**src/rtl/ir_cam_pkg.sv**
```systemverilog
// Shared types and constants for the IR camera bring-up sequencer.
package ir_cam_pkg;

  typedef enum logic [2:0] {
    IDLE,
    ISSUE,
    WAIT_DONE,
    GAP,
    POLL_WAIT,
    POLL_ISSUE,
    POLL_DONE,
    FAULT
  } state_t;

  localparam int unsigned NUM_CMDS = 6;

  // Init commands as {val, reg}; reg travels first on the bus (byte 0).
  localparam logic [15:0] CMD_ROM_0 = 16'h0130;
  localparam logic [15:0] CMD_ROM_1 = 16'h0830;
  localparam logic [15:0] CMD_ROM_2 = 16'h9006;
  localparam logic [15:0] CMD_ROM_3 = 16'hC008;
  localparam logic [15:0] CMD_ROM_4 = 16'h401A;
  localparam logic [15:0] CMD_ROM_5 = 16'h3333;

  localparam logic [7:0] POLL_REG     = 8'h36;
  localparam logic [2:0] INIT_PACKETS = 3'd2;
  localparam logic [2:0] POLL_PACKETS = 3'd1;

  localparam logic [23:0] POLL_PAYLOAD = {16'h0000, POLL_REG};

  // Widen a two-byte init command to the flat three-byte payload bus.
  function automatic logic [23:0] init_payload(input logic [15:0] cmd);
    return {8'h00, cmd};
  endfunction

endpackage

```
**src/rtl/ir_cam_cmd_rom.sv**
```systemverilog
// Combinational command ROM for the six-entry camera init sequence.
module ir_cam_cmd_rom
  import ir_cam_pkg::*;
(
  input  logic [2:0]  idx,
  output logic [23:0] payload
);

  // Index-to-payload lookup; out-of-range indices read as zero.
  always_comb begin
    payload = '0;
    case (idx)
      3'd0:    payload = init_payload(CMD_ROM_0);
      3'd1:    payload = init_payload(CMD_ROM_1);
      3'd2:    payload = init_payload(CMD_ROM_2);
      3'd3:    payload = init_payload(CMD_ROM_3);
      3'd4:    payload = init_payload(CMD_ROM_4);
      3'd5:    payload = init_payload(CMD_ROM_5);
      default: payload = '0;
    endcase
  end

endmodule

```
**src/rtl/ir_cam_sequencer.sv**
```systemverilog
// Drives the single i2c_init engine through camera init, then periodic polling.
module ir_cam_sequencer
  import ir_cam_pkg::*;
#(
  parameter int unsigned CMD_GAP     = 120000,
  parameter int unsigned POLL_PERIOD = 120000,
  parameter int unsigned TIMEOUT     = 12000,
  parameter int unsigned MAX_RETRIES = 3
) (
  input  logic        clk,
  input  logic        reset,
  input  logic        enable,
  input  logic        reinit,
  output logic        i2c_start,
  output logic [2:0]  i2c_packets,
  output logic [23:0] i2c_data,
  input  logic        i2c_done,
  output logic        init_done,
  output logic        poll_strobe,
  output logic        error
);

  // The shared down-counter is loaded with N-1 so a state lasts exactly N cycles.
  localparam logic [23:0] GAP_LOAD    = 24'(CMD_GAP - 1);
  localparam logic [23:0] POLL_LOAD   = 24'(POLL_PERIOD - 1);
  localparam logic [23:0] TO_LOAD     = 24'(TIMEOUT - 1);
  localparam logic [7:0]  RETRY_LIMIT = 8'(MAX_RETRIES);
  localparam logic [2:0]  LAST_CMD    = 3'(NUM_CMDS - 1);

  state_t      state_q, state_n;
  logic [23:0] cnt_q, cnt_n;
  logic [2:0]  cmd_idx_q, cmd_idx_n;
  logic [7:0]  retries_q, retries_n;
  logic        pend_q, pend_n;

  logic        start_n;
  logic [2:0]  packets_n;
  logic [23:0] data_n;
  logic        init_done_n;
  logic        strobe_n;
  logic        error_n;

  logic [23:0] rom_payload;
  logic        cnt_zero;
  logic        restart;

  ir_cam_cmd_rom u_rom (
    .idx     (cmd_idx_q),
    .payload (rom_payload)
  );

  assign cnt_zero = (cnt_q == '0);

  // A reinit pulse in the same cycle counts as pending; it is only honoured
  // where no transfer is outstanding, and it beats a gap/poll expiry.
  assign restart = (reinit | pend_q) &&
                   (state_q inside {IDLE, GAP, POLL_WAIT, FAULT});

  // Next-state, counter and registered-output logic.
  always_comb begin
    state_n     = state_q;
    cnt_n       = cnt_q;
    cmd_idx_n   = cmd_idx_q;
    retries_n   = retries_q;
    pend_n      = pend_q | reinit;
    start_n     = 1'b0;
    strobe_n    = 1'b0;
    packets_n   = i2c_packets;
    data_n      = i2c_data;
    init_done_n = init_done;
    error_n     = error;

    if (restart) begin
      state_n     = GAP;
      cnt_n       = GAP_LOAD;
      cmd_idx_n   = '0;
      retries_n   = '0;
      init_done_n = 1'b0;
      error_n     = 1'b0;
      pend_n      = 1'b0;
    end else begin
      case (state_q)
        IDLE: begin
          if (enable) begin
            state_n   = GAP;
            cnt_n     = GAP_LOAD;
            cmd_idx_n = '0;
            retries_n = '0;
          end
        end

        GAP: begin
          if (cnt_zero) begin
            state_n   = ISSUE;
            start_n   = 1'b1;
            packets_n = INIT_PACKETS;
            data_n    = rom_payload;
          end else begin
            cnt_n = cnt_q - 24'd1;
          end
        end

        ISSUE: begin
          state_n = WAIT_DONE;
          cnt_n   = TO_LOAD;
        end

        WAIT_DONE: begin
          if (i2c_done) begin
            if (cmd_idx_q == LAST_CMD) begin
              init_done_n = 1'b1;
              state_n     = POLL_WAIT;
              cnt_n       = POLL_LOAD;
            end else begin
              cmd_idx_n = cmd_idx_q + 3'd1;
              retries_n = '0;
              state_n   = GAP;
              cnt_n     = GAP_LOAD;
            end
          end else if (cnt_zero) begin
            if (retries_q < RETRY_LIMIT) begin
              retries_n = retries_q + 8'd1;
              state_n   = GAP;
              cnt_n     = GAP_LOAD;
            end else begin
              error_n = 1'b1;
              state_n = FAULT;
            end
          end else begin
            cnt_n = cnt_q - 24'd1;
          end
        end

        POLL_WAIT: begin
          if (cnt_zero) begin
            state_n   = POLL_ISSUE;
            start_n   = 1'b1;
            packets_n = POLL_PACKETS;
            data_n    = POLL_PAYLOAD;
          end else begin
            cnt_n = cnt_q - 24'd1;
          end
        end

        POLL_ISSUE: begin
          state_n = POLL_DONE;
          cnt_n   = TO_LOAD;
        end

        POLL_DONE: begin
          if (i2c_done) begin
            strobe_n = 1'b1;
            state_n  = POLL_WAIT;
            cnt_n    = POLL_LOAD;
          end else if (cnt_zero) begin
            init_done_n = 1'b0;
            cmd_idx_n   = '0;
            retries_n   = '0;
            state_n     = GAP;
            cnt_n       = GAP_LOAD;
          end else begin
            cnt_n = cnt_q - 24'd1;
          end
        end

        FAULT: begin
          state_n = FAULT;
        end

        default: begin
          state_n = IDLE;
        end
      endcase
    end
  end

  // State, counters and registered outputs with synchronous reset.
  always_ff @(posedge clk) begin
    if (reset) begin
      state_q     <= IDLE;
      cnt_q       <= '0;
      cmd_idx_q   <= '0;
      retries_q   <= '0;
      pend_q      <= 1'b0;
      i2c_start   <= 1'b0;
      i2c_packets <= '0;
      i2c_data    <= '0;
      init_done   <= 1'b0;
      poll_strobe <= 1'b0;
      error       <= 1'b0;
    end else begin
      state_q     <= state_n;
      cnt_q       <= cnt_n;
      cmd_idx_q   <= cmd_idx_n;
      retries_q   <= retries_n;
      pend_q      <= pend_n;
      i2c_start   <= start_n;
      i2c_packets <= packets_n;
      i2c_data    <= data_n;
      init_done   <= init_done_n;
      poll_strobe <= strobe_n;
      error       <= error_n;
    end
  end

endmodule
```
**config.mk**
```make
export PLATFORM = sky130hd
export DESIGN_NAME = ir_cam_sequencer
export DESIGN_NICKNAME = d
export VERILOG_FILES = /design/src/rtl/ir_cam_pkg.sv /design/src/rtl/ir_cam_cmd_rom.sv /design/src/rtl/ir_cam_sequencer.sv
export SDC_FILE = /design/constraint.sdc
export NUM_CORES = 1
export LEC_CHECK = 0
export ABC_CLOCK_PERIOD_IN_PS = 2200
export CAP_MARGIN = 20
export CORE_MARGIN = 2
export CORE_UTILIZATION = 50
export DETAILED_ROUTE_END_ITERATION = 7
export PLACE_DENSITY = 0.75
export SETUP_SLACK_MARGIN = 0.4
export SKIP_LAST_GASP = 1
export SLEW_MARGIN = 20
export SYNTH_ARGS = -nofsm -noshare
export SYNTH_HDL_FRONTEND = slang
export SYNTH_SLANG_ARGS = --single-unit
```
**constraint.sdc**
```tcl
create_clock -name clk -period 2.2 [get_ports clk]
set_input_delay 0.22 -clock clk [delete_from_list [all_inputs] [get_ports clk]]
set_output_delay 0.22 -clock clk [all_outputs]
set_load 0.02 [all_outputs]
```
Yosys cells after proc, flatten, opt, wreduce, memory -nomap -nowiden
Index checks and enable logic that the tools add are counted.
{"block": "word_totals", "reg_bits": 70, "input_bits": 5, "output_inout_bits": 31}
{"block": "classes", "n_addsub": 3, "magnitude_cmp": 1, "eq_ne": 33, "muxes": 47, "bitwise_logic": 6, "n_reduce_logical": 24}
{"cell": "$mux W24", "n": 9}
{"cell": "$pmux W24 S5", "n": 1}
{"cell": "$pmux W16 S6", "n": 1}
{"cell": "$mux W8", "n": 7}
{"cell": "$pmux W24 S2", "n": 1}
{"cell": "$mux W3", "n": 15}
{"cell": "$logic_not A24 Y1", "n": 1}
{"cell": "$pmux W3 S8", "n": 1}
{"cell": "$pmux W8 S3", "n": 1}
{"cell": "$sub A24 B1 Y24 const B", "n": 1}
{"cell": "$ne A3 B3 Y1 const B", "n": 7}
{"cell": "$eq A3 B3 Y1 const B", "n": 6}
{"cell": "$ne A2 B2 Y1 const B", "n": 9}
{"cell": "$mux W17", "n": 1}
{"cell": "$reduce_and A4 Y1", "n": 4}
{"cell": "$reduce_and A5 Y1", "n": 3}
{"cell": "$eq A3 B2 Y1 const B", "n": 4}
{"cell": "$ne A4 B4 Y1 const B", "n": 3}
{"cell": "$pmux W3 S3", "n": 1}
{"cell": "$add A8 B1 Y8 const B", "n": 1}
{"cell": "$lt A8 B2 Y1 const B", "n": 1}
{"cell": "$reduce_and A7 Y1", "n": 1}
{"cell": "$eq A3 B1 Y1 const B", "n": 2}
{"cell": "$logic_not A3 Y1", "n": 2}
{"cell": "18 further kinds", "n": 31}

Longest topological paths before layout
Gate-level depths: netlist (run 1).
{"block": "depth", "word_depth": 6, "depth_mapped": 9}

Modules after synthesis
Synthesis (run 1) repeated with hierarchy kept, for this count alone.
{"block": "hier_totals", "cells_unflattened": 464, "area_unflattened_um2": 3708.6}
{"module": "ir_cam_sequencer", "instances": 1, "cells_each": 435, "area_per_inst_um2": 3500.9}
{"module": "ir_cam_cmd_rom", "instances": 1, "cells_each": 29, "area_per_inst_um2": 207.7}

Least setup slack after synthesis (run 1)
OpenSTA, ideal clock, no wires.
{"block": "synth_path", "path_type": "register -> register", "startpoint": "register retries_q[0]", "endpoint": "register cnt_q[20]", "setup_ps": 71, "t_arrival_ps": 2322, "required_time_ps": 2129, "path_slack_ps": -193, "path_stages_with_launch": 9, "synth_period_minus_slack_ps": 2393, "cell_sequence": "dfxtp_1 > ha_1 > or4_4 > o41ai_4 > nor4_4 > a31oi_4 > nand3_4 > or4_1 > a21oi_1"}
{"block": "synth_between", "elab_chain_cells": 3}
{"item": "from (decl)", "line": "ir_cam_sequencer.sv:33", "source": "logic [7:0] retries_q, retries_n;"}
{"item": "from (signal assigned)", "line": "ir_cam_sequencer.sv:195", "source": "retries_q <= retries_n;"}
{"item": "$lt A8 B2 Y1", "line": "ir_cam_sequencer.sv:121", "source": "if (retries_q < RETRY_LIMIT) begin"}
{"item": "$ne A4 B4 Y1 (no source line)"}
{"item": "$reduce_and A4 Y1 (no source line)"}
{"item": "to (signal assigned)", "line": "ir_cam_sequencer.sv:193", "source": "cnt_q <= cnt_n;"}
{"item": "to (decl)", "line": "ir_cam_sequencer.sv:31", "source": "logic [23:0] cnt_q, cnt_n;"}
No other way between the ends.
A chain may end at the register's enable or synchronous reset.

Worst setup path in the final report (run 1)
{"block": "layout_path", "startpoint": "register cnt_q[9]", "endpoint": "register cnt_q[2]"}
{"block": "layout_between", "elab_chain_cells": 5, "elab_cells_between_ends": 10}
{"item": "$logic_not A24 Y1 (*)", "line": "ir_cam_sequencer.sv:52", "source": "assign cnt_zero = (cnt_q == '0);"}
{"item": "$mux W24 (on tied branches)", "line": "ir_cam_sequencer.sv:155, ir_cam_sequencer.sv:120"}
{"item": "$mux W24 (on tied branches)", "line": "ir_cam_sequencer.sv:151, ir_cam_sequencer.sv:109"}
{"item": "$pmux W24 S5", "line": "ir_cam_sequencer.sv:82", "source": "case (state_q)"}
{"item": "$mux W17", "line": "ir_cam_sequencer.sv:73", "source": "if (restart) begin"}
Every way passes the cells marked *; elsewhere a longest branch is shown, timed or not.

==> results of run 1 <==
==> area by class of cell <==
class	instances	share of cell area
Timing Repair Buffer	113	0.2112
Clock inverter	3	0.004831
Inverter	9	0.007246
Tap cell	77	0.02067
Clock buffer	5	0.01476
Multi-Input combinational cell	324	0.5038
Sequential cell	55	0.2375
==> cells in the mapped netlist (all sizes together), types with 2 or more instances <==
library cell / number / share of area
nand4b: 2 / 0.0054
a21o: 4 / 0.0096
o211ai: 5 / 0.012
o31a: 2 / 0.0054
a211oi: 6 / 0.014
buf: 24 / 0.047
nand2b: 4 / 0.0077
and4: 2 / 0.0054
nor4: 9 / 0.038
nand4: 5 / 0.0096
nand3: 20 / 0.035
o21ai: 25 / 0.038
nand2: 44 / 0.051
ha: 8 / 0.031
a21oi: 38 / 0.060
clkbuf: 12 / 0.014
o22ai: 3 / 0.0058
a41oi: 2 / 0.0054
nor2b: 3 / 0.0058
and2: 4 / 0.0084
or2: 6 / 0.012
nor4b: 2 / 0.0073
o311ai: 5 / 0.013
nor3: 19 / 0.029
dfxtp: 55 / 0.34
o41ai: 3 / 0.014
a22o: 2 / 0.0054
a31o: 5 / 0.013
or4: 4 / 0.011
nor2: 41 / 0.047
and3: 8 / 0.015
a31oi: 8 / 0.020
o31ai: 8 / 0.018
inv: 9 / 0.010
or3: 4 / 0.0077
==> worst register-to-register path, stage by stage (launching register included) <==
cell and delay [ns]:
dfxtp_1 0.35, nor4_4 0.37, nand4_1 0.19, buf_4 0.20, o21ai_1 0.18, buf_4 0.15, a31oi_4 0.11, buf_4 0.17
buf_6 0.11, a21o_4 0.24, buf_4 0.15, nand3_1 0.07, o21ai_0 0.07
==> routing by layer <==
layer | wire length, um | up-vias | global-route usage
met5 | 0 | - | 0
met3 | 742 | 35 | 0.04130
met4 | 297 | 0 | 0.09668
met2 | 5241 | 216 | 0.4359
li1 | - | 1692 | -
met1 | 4237 | 1738 | 0.3416
==> logic make-up (layout without fill, tap and decap cells) <==
family,after synthesis,after routing
other,1,12
multiplexers,1,1
adder cells (fa/ha/maj),8,8
flip-flops,55,55
AND/OR/NAND/NOR,179,179
AO/OA/AOI/OAI,124,124
buffers and inverters,45,130
==> path summary, 6_finish.rpt <==
kind / start / to
worst max-delay path: cnt_q[9] / cnt_q[2]
worst min-delay path: i2c_data[8] / i2c_data[8]
worst max register to register: cnt_q[9] / cnt_q[2]
worst min register to register: i2c_data[8] / i2c_data[8]
==> metrics by stage <==
stage	hold WS [ns]	std cells	total power, mW	setup slack [ns]
finish	0.4698	586	2.662	-0.2849
CTS	0.4688	577	2.505	-0.1912
global placement	0.4402	556	1.863	-0.2850
detailed placement	0.4523	556	1.879	-0.3670
global route	0.4926	586	2.766	-0.3186
floorplan	0.4273	424	1.601	-0.1814
==> power by group through the flow <==
stage / Combinational, mW / Sequential [mW] / Clock [mW]
floorplan: 0.483 / 1.12 / 0
global placement: 0.755 / 1.11 / 0
detailed placement: 0.768 / 1.11 / 0
CTS: 0.814 / 1.09 / 0.601
global route: 1.03 / 1.10 / 0.631
finish: 0.979 / 1.09 / 0.589
==> state kept, by name, summed over array words and instances, names as in the netlist <==
name,cells
error,1
i2c_data,10
state_q,3
cnt_q,24
i2c_packets,2
cmd_idx_q,3
poll_strobe,1
pend_q,1
init_done,1
retries_q,8
i2c_start,1
==> timing repair <==
item                       in CTS  in global routing
pin swaps                      10                 36
buffers inserted               13                  8
gates cloned                    0                  1
resized for setup              41                 59
hold buffers                    0                  0
setup endpoints to repair      52                 52
==> results.py, run 1 <==
metrics = {
    "run_status": {
        "status": "finished, violations left",
        "violations": "negative setup slack",
    },
    "logic_synthesis": {
        "yosysUniqueCellTypes": 61,
        "syn_inst": 413,
        "synth-edff-count": 0,
        "yosysWarnings": 0,
        "synth_top_family_by_area": "simple AND/OR/NAND/NOR gates",
        "synth-compound-area-share": 0.2555,
        "ys_ff_latch": 55,
        "synthMuxAreaShare": 0.003073,
        "ys.flop_type": "dfxtp_1",
        "syn_area_sq_um": 3257,
        "synthXorXnorAreaFrac": 0,
        "synthSimpleGateAreaFrac": 0.3000,
        "avgSynthCellArea_sq_um": 7.886,
        "synth_fa_ha_area_frac": 0.03073,
        "postSynth.asyncResetShare": 0,
        "ys_seq_area_frac": 0.3381,
    },
    "final_layout": {
        "layout_common_cells": "76 x buf_4, 50 x dfxtp_1, 41 x nand2_1, 38 x nor2_1, 25 x a21oi_1",
        "syn2layout_area_growth_pct": 43.14,
        "drive_above_1_share": 0.3635,
        "antennaDiodeCount": 0,
        "finish.utilization": 0.7384,
        "final_common_cell": "buf_4",
        "fin_nets": 521,
        "multi_input_area_sq_um": 2349,
        "fillCellCount": 426,
        "ff_latch_area_sq_um": 1107,
        "stdcell_area_sq_um": 4662,
    },
    "clock_tree": {
        "cts_sinks": 55,
        "cts_buffers": 5,
        "cts.reportedPaths.clkPinSlew_ns": 0.10,
        "cts_buffer_depth": 2,
        "root_buffer": "clkbuf_8",
        "insertion_delay_ns": 0.32,
        "cts-htree-levels": 2,
        "cts_tree": "yes",
    },
    "worst_setup_path": {
        "cpPeakStageDelay_ns": 0.37,
        "crit_buf_inv": 5,
        "cp.depth": 12,
        "r2r.worst_path.cells": 12,
        "crit_type": "reg -> reg",
        "ff2ff_setup_slack_ns": -0.28,
        "path_common_cell": "buf_4",
        "end_kind": "register",
        "slowest_stage": "nor4_4",
        "critPathMaxFanout": 6,
        "crit_family": "buffers and inverters",
        "required_ns": 2.39,
        "critPathArrivalTime_ns": 2.68,
        "cp-start-kind": "register",
        "path_cells": "nor4_4 -> nand4_1 -> buf_4 -> o21ai_1 -> buf_4 -> a31oi_4 -> buf_4 -> buf_6 -> a21o_4 -> buf_4 -> nand3_1 -> o21ai_0",
    },
    "power_and_ir_drop": {
        "ir_drop_mv": 0.3487,
        "switchingPower_uw": 970.2,
        "pwr-share-clk": 0.221,
        "p_per_area_nw_per_um2": 571.0,
        "p_int_mw": 1.692,
        "seq_power_share": 0.411,
        "leakage_nw": 1.753,
        "p_sw_frac": 0.3645,
        "comb_power_share": 0.368,
    },
    "floorplan": {
        "die_h_um": 84.71,
        "die_w_um": 84.71,
        "ios": 36,
        "coreArea_sq_um": 6314,
        "rows": 29,
        "dieArea_sq_um": 7175,
        "start_util": 0.5159,
    },
    "flow_run": {
        "drv_cap": 0,
    },
    "sta": {
        "fin_ws_ns": -0.2849,
        "final_max_slew_viol_count": 0,
        "max-slew-margin-rel": 0.6025,
        "worstMarginPinSlew_ns": 0.5941,
        "hold_violations": 0,
        "period_share": 1.130,
        "min_period_ns": 2.485,
        "rsz0062_at_grt": "yes",
        "fmax_mhz": 402.4,
        "setup_viol": 26,
        "tns_ns": -4.944,
        "fin_skew_ns": 0.009180,
    },
    "grt": {
        "grt_pass1_vias": 3263,
        "grt_first_pass_wirelength_um": 15310,
        "grt_max_degree": 27,
        "antenna_found_initial": 0,
        "gr-total-overflow": 0,
        "grt_usage": 0.2615,
    },
    "drt": {
        "viasPerCell": 6.282,
        "vias": 3681,
        "drt_iter0_markers": 402,
        "wl_per_cell_um": 17.95,
        "drtAntennaViolNets": 0,
        "drc": 0,
        "firstDrtPassIters": 5,
        "routed_wl_um": 10520,
    },
    "hold_path": {
        "hold_path_class": "reg -> reg",
        "worstHoldPathCells": 2,
    },
    "place": {
        "gp_congestion": 0.9479,
        "place_area_sq_um": 3984,
        "portBuffers": 23,
        "hpwl_um": 6618,
    },
}
(Power assumes the default switching activity.)
==> run 2: changes to the inputs <==
--- a/config.mk
+++ b/config.mk
@@ -10,4 +10,5 @@
 export CORE_MARGIN = 2
 export CORE_UTILIZATION = 50
+export CTS_CLUSTER_SIZE = 16
 export DETAILED_ROUTE_END_ITERATION = 7
 export PLACE_DENSITY = 0.75
==> constraint.sdc (replaced) <==
create_clock -name clk -period 2.2 [get_ports clk]
set_input_delay 0.55 -clock clk [delete_from_list [all_inputs] [get_ports clk]]
set_output_delay 0.55 -clock clk [all_outputs]
set_load 0.02 [all_outputs]
==> results.py, run 2 (same netlist as run 1, synthesis figures left out) <==
metrics = {
    "sta": {
        "fin_skew_ns": 0.01214,
        "tns_ns": -7.158,
        "rsz0062_at_grt": "yes",
        "setup_viol": 49,
        "hold_violations": 0,
        "final_max_slew_viol_count": 0,
        "worstMarginPinSlew_ns": 0.5497,
        "max-slew-margin-rel": 0.6302,
        "fin_ws_ns": -0.3612,
        "fmax_mhz": 390.4,
        "period_share": 1.164,
        "min_period_ns": 2.561,
        "holdWs_ns": 0.4747,
    },
    "worst_setup_path": {
        "cp-start-kind": "register",
        "critPathMaxFanout": 3,
        "required_ns": 2.44,
        "cpPeakStageDelay_ns": 0.43,
        "crit_family": "simple AND/OR/NAND/NOR gates",
        "crit_buf_inv": 2,
        "crit_type": "reg -> reg",
        "slowest_stage": "or4_4",
        "end_kind": "register",
        "path_cells": "ha_4 -> or4_4 -> o41ai_4 -> nor4_4 -> a31oi_4 -> buf_6 -> nand3_4 -> buf_6 -> or3_1 -> a21oi_1",
        "ff2ff_setup_slack_ns": -0.36,
        "path_common_cell": "buf_6",
        "critPathArrivalTime_ns": 2.80,
    },
    "final_layout": {
        "layout_common_cells": "94 x buf_4, 46 x dfxtp_1, 38 x nand2_1, 34 x nor2_1, 23 x a21oi_1",
        "final_common_cell": "buf_4",
        "fin_nets": 543,
        "largest_register_ffs": 24,
        "final_cells": 608,
        "drive_above_1_share": 0.4313,
        "reg.largest.list": "cnt_q x24, i2c_data x10, retries_q x8",
        "fillCellCount": 391,
        "antennaDiodeCount": 0,
        "multi_input_area_sq_um": 2515,
        "syn2layout_area_growth_pct": 53.09,
        "ff_latch_area_sq_um": 1115,
        "largest_register": "cnt_q",
    },
    "power_and_ir_drop": {
        "ir_drop_mv": 0.4123,
        "switchingPower_mw": 1.035,
        "leakage_nw": 2.022,
        "p_per_area_nw_per_um2": 561.7,
        "p_int_mw": 1.766,
        "pwr-share-clk": 0.224,
        "p_sw_frac": 0.3696,
        "seq_power_share": 0.393,
        "comb_power_share": 0.383,
    },
    "place": {
        "hpwl_um": 7253,
        "portBuffers": 23,
        "dp_cells": 576,
        "gp_congestion": 0.9674,
    },
    "clock_tree": {
        "cts_buffer_depth": 2,
        "insertion_delay_ns": 0.32,
        "cts.reportedPaths.clkPinSlew_ns": 0.11,
        "root_buffer": "clkbuf_8",
        "cts_tree": "yes",
        "cts_sinks": 55,
        "cts-htree-levels": 2,
        "cts_buffers": 5,
        "hold_buffers": 0,
    },
    "grt": {
        "antenna_found_initial": 0,
        "gr-total-overflow": 0,
        "grt_pass1_vias": 3591,
        "grt_usage": 0.2976,
        "grt_first_pass_wirelength_um": 17340,
        "grt_max_degree": 25,
    },
    "drt": {
        "firstDrtPassIters": 5,
        "drt_iter0_markers": 376,
        "drc": 0,
        "wl_per_cell_um": 20.39,
        "vias": 3901,
        "drtAntennaViolNets": 0,
        "routed_wl_um": 12400,
        "viasPerCell": 6.416,
    },
    "flow_run": {
        "drv_cap": 0,
    },
    "floorplan": {
        "ios": 36,
        "die_w_um": 84.71,
        "start_util": 0.5159,
        "dieArea_sq_um": 7175,
        "coreArea_sq_um": 6314,
        "die_h_um": 84.71,
        "rows": 29,
    },
    "hold_path": {
        "hold_path_class": "reg -> reg",
    },
    "run_status": {
        "violations": "negative setup slack",
        "status": "finished, violations left",
    },
}
## run 2: cell types whose count changed in the layout (fill, tap and decap cells not counted), sizes merged
cell / change
dlymetal6s2s: +2
inv: -1
clkinv: -1
clkdlybuf4s50: -20
dlygate4sd2: +18
buf: +22
clkinvlp: +1
a21o: +1
## run 2: worst paths after layout
path	depth (start not counted)	end	from
worst min-delay path	2	i2c_data[8]	i2c_data[8]
worst max-delay path	10	cnt_q[19]	retries_q[0]
worst min register to register	2	i2c_data[8]	i2c_data[8]
worst max register to register	10	cnt_q[19]	retries_q[0]
## run 2: metal layers
metal	global-route usage	wire length, um	up-vias
met5	0	0	-
met1	0.3799	4667	1837
met3	0.04031	1088	73
met2	0.4946	5966	255
li1	-	-	1736
met4	0.1429	674	0
## run 2: cell type report
cell class / count / area share
multi-input cells: 325 / 0.5044
repair buffers: 134 / 0.2261
flip-flops and latches: 55 / 0.2236
well taps: 77 / 0.01932
clock buffers: 6 / 0.01656
inverters: 9 / 0.006775
clock inverters: 2 / 0.003262
## run 2: power groups by stage
stage                     sequential (mW)  combinational [mW]  clock [mW]
after floorplan                      1.12               0.499           0
after global placement               1.11               0.821           0
after detailed placement             1.11               0.840           0
after CTS                            1.09               0.922       0.619
after global routing                 1.10                1.14       0.664
final                                1.10                1.07       0.628
## run 2: worst register-to-register path, stage by stage, from the launching register on
cell and delay (ns):
dfxtp_2 0.36, ha_4 0.16, or4_4 0.43, o41ai_4 0.33, nor4_4 0.09, a31oi_4 0.22, buf_6 0.14, nand3_4 0.07
buf_6 0.12, or3_1 0.33, a21oi_1 0.22
## run 2: repair_timing
item	4_1_cts	5_1_grt
pin swaps	45	32
gates resized for setup	79	62
setup endpoints to repair	69	55
buffers inserted	11	12
cloned	0	1
hold endpoints to repair	0	0
## run 2: metrics by stage
step           setup WS (ns)  cell area (sq um)  total power [mW]    util
3_5_place_dp         -0.4868               4189             1.951  0.6635
6_report             -0.3612               4986             2.801  0.7897
4_1_cts              -0.2728               4619             2.633  0.7317
3_3_place_gp         -0.4379               4189             1.930  0.6635
2_1_floorplan        -0.1616               3435             1.617       -
5_1_grt              -0.4401               4986             2.906  0.7897
==> run 3: changes to the inputs <==
Settings changed: GPL_TIMING_DRIVEN from default to 0.
==> results.py, run 3 (same netlist as run 1, synthesis figures left out) <==
metrics = {
    "final_layout": {
        "finish.utilization": 0.7158,
        "largest_register": "cnt_q",
        "largest_register_ffs": 24,
        "final_common_cell": "buf_4",
        "antennaDiodeCount": 0,
        "reg.largest.list": "cnt_q x24, i2c_data x10, retries_q x8",
        "syn2layout_area_growth_pct": 38.76,
        "drive_above_1_share": 0.3442,
        "layout_common_cells": "48 x buf_4, 45 x dfxtp_1, 40 x nand2_1, 34 x nor2_1, 32 x a21oi_1",
        "fin_nets": 504,
    },
    "place": {
        "hpwl_um": 6332,
        "gp_congestion": 0.9025,
        "portBuffers": 21,
    },
    "grt": {
        "grt_first_pass_wirelength_um": 16240,
        "gr-total-overflow": 0,
        "grt_usage": 0.2748,
        "grt_pass1_vias": 3266,
        "antenna_found_initial": 0,
        "grt_max_degree": 17,
    },
    "floorplan": {
        "die_h_um": 84.71,
        "start_util": 0.5159,
        "ios": 36,
        "rows": 29,
        "dieArea_sq_um": 7175,
        "coreArea_sq_um": 6314,
        "die_w_um": 84.71,
    },
    "power_and_ir_drop": {
        "ir_drop_mv": 0.3919,
        "p_per_area_nw_per_um2": 589.9,
        "leakage_nw": 1.822,
    },
    "sta": {
        "final_max_slew_viol_count": 0,
        "fin_ws_ns": -0.2599,
        "setup_viol": 31,
        "worstMarginPinSlew_ns": 0.8106,
        "hold_violations": 0,
        "tns_ns": -4.593,
        "fmax_mhz": 406.5,
        "period_share": 1.118,
        "max-slew-margin-rel": 0.4596,
        "fin_skew_ns": 0.004348,
        "rsz0062_at_grt": "yes",
        "min_period_ns": 2.460,
    },
    "drt": {
        "routed_wl_um": 10250,
        "drt_iter0_markers": 257,
        "vias": 3519,
        "viasPerCell": 6.195,
        "drtAntennaViolNets": 0,
        "drc": 0,
        "wl_per_cell_um": 18.05,
        "firstDrtPassIters": 5,
    },
    "worst_setup_path": {
        "critPathArrivalTime_ns": 2.72,
        "critPathMaxFanout": 6,
        "crit_type": "reg -> reg",
        "end_kind": "register",
        "cp-start-kind": "register",
        "required_ns": 2.46,
    },
    "run_status": {
        "status": "finished, violations left",
        "violations": "negative setup slack",
    },
    "clock_tree": {
        "root_buffer": "clkbuf_8",
        "cts_tree": "yes",
        "hold_buffers": 0,
        "cts_sinks": 55,
        "insertion_delay_ns": 0.32,
        "cts_buffers": 5,
        "cts-htree-levels": 2,
        "cts.reportedPaths.clkPinSlew_ns": 0.10,
        "cts_buffer_depth": 2,
    },
    "hold_path": {
        "hold_path_class": "reg -> reg",
    },
    "flow_run": {
        "drv_cap": 0,
    },
}
run 3: changes by cell type in the layout (fill, tap and decap cells not counted), sizes merged:
cell,delta
clkbuf,+11
dlygate4sd2,-1
clkdlybuf4s50,-1
bufinv,+1
buf,-48
clkinv,-1
a21o,-1
run 3: layout make-up:
cell class | instances | area, sq um
clock buffer | 5 | 68.82
tap | 77 | 96.34
inverter | 9 | 33.78
clock inverter | 2 | 37.54
sequential | 55 | 1116
multi-input combinational | 324 | 2351
buffer | 36 | 277.8
timing repair buffer | 60 | 538.0
fill | 500 | 1794
run 3: routing by layer:
layer / track usage / vias to the layer above / wire [um]
met3: 0.03933 / 39 / 743
li1: - / 1659 / -
met5: 0 / - / 0
met4: 0.08658 / 0 / 351
met2: 0.4646 / 175 / 5006
met1: 0.3623 / 1646 / 4152
run 3: through the flow:
stage | power (mW) | hold slack (ns) | cell area (sq um) | instances | setup WS (ns)
floorplan | 1.617 | 0.4377 | 3435 | 424 | -0.1616
global placement | 1.750 | 0.4465 | 3741 | 522 | -0.5325
detailed placement | 1.761 | 0.4533 | 3741 | 522 | -0.6344
CTS | 2.580 | 0.4683 | 4349 | 560 | -0.2389
global route | 2.770 | 0.4885 | 4519 | 568 | -0.3283
finish | 2.666 | 0.4671 | 4519 | 568 | -0.2599
run 3: critical path, cell delays in order, from the launching register on:
cell	delay, ns
dfxtp_2	0.36
ha_4	0.16
or4_4	0.43
o41ai_4	0.34
nor4_4	0.11
a31oi_4	0.20
buf_6	0.14
nand3_4	0.09
or4_4	0.44
a21oi_1	0.12
run 3: power by group:
| group | internal, mW | leakage [nW] | total, mW | switching [mW] |
|---|---|---|---|---|
| Combinational | 0.347 | 1.32 | 0.852 | 0.505 |
| Sequential | 1.05 | 0.452 | 1.12 | 0.0717 |
| Clock | 0.334 | 0.0502 | 0.692 | 0.358 |
run 3: timing repair:
| item | in CTS | in global routing |
|---|---|---|
| endpoints found under the setup margin | 71 | 56 |
| gates resized for setup | 89 | 33 |
| cloned | 1 | 0 |
| pin swaps | 37 | 12 |
| setup buffers | 30 | 8 |
run 3: final timing paths:
check,slack [ns],to,depth (start not counted),startpoint
hold / removal,0.47,i2c_data[8],2,i2c_data[8]
hold reg to reg,0.47,i2c_data[8],2,i2c_data[8]
setup reg to reg,-0.26,cnt_q[20],9,retries_q[0]
setup / recovery,-0.26,cnt_q[20],9,retries_q[0]
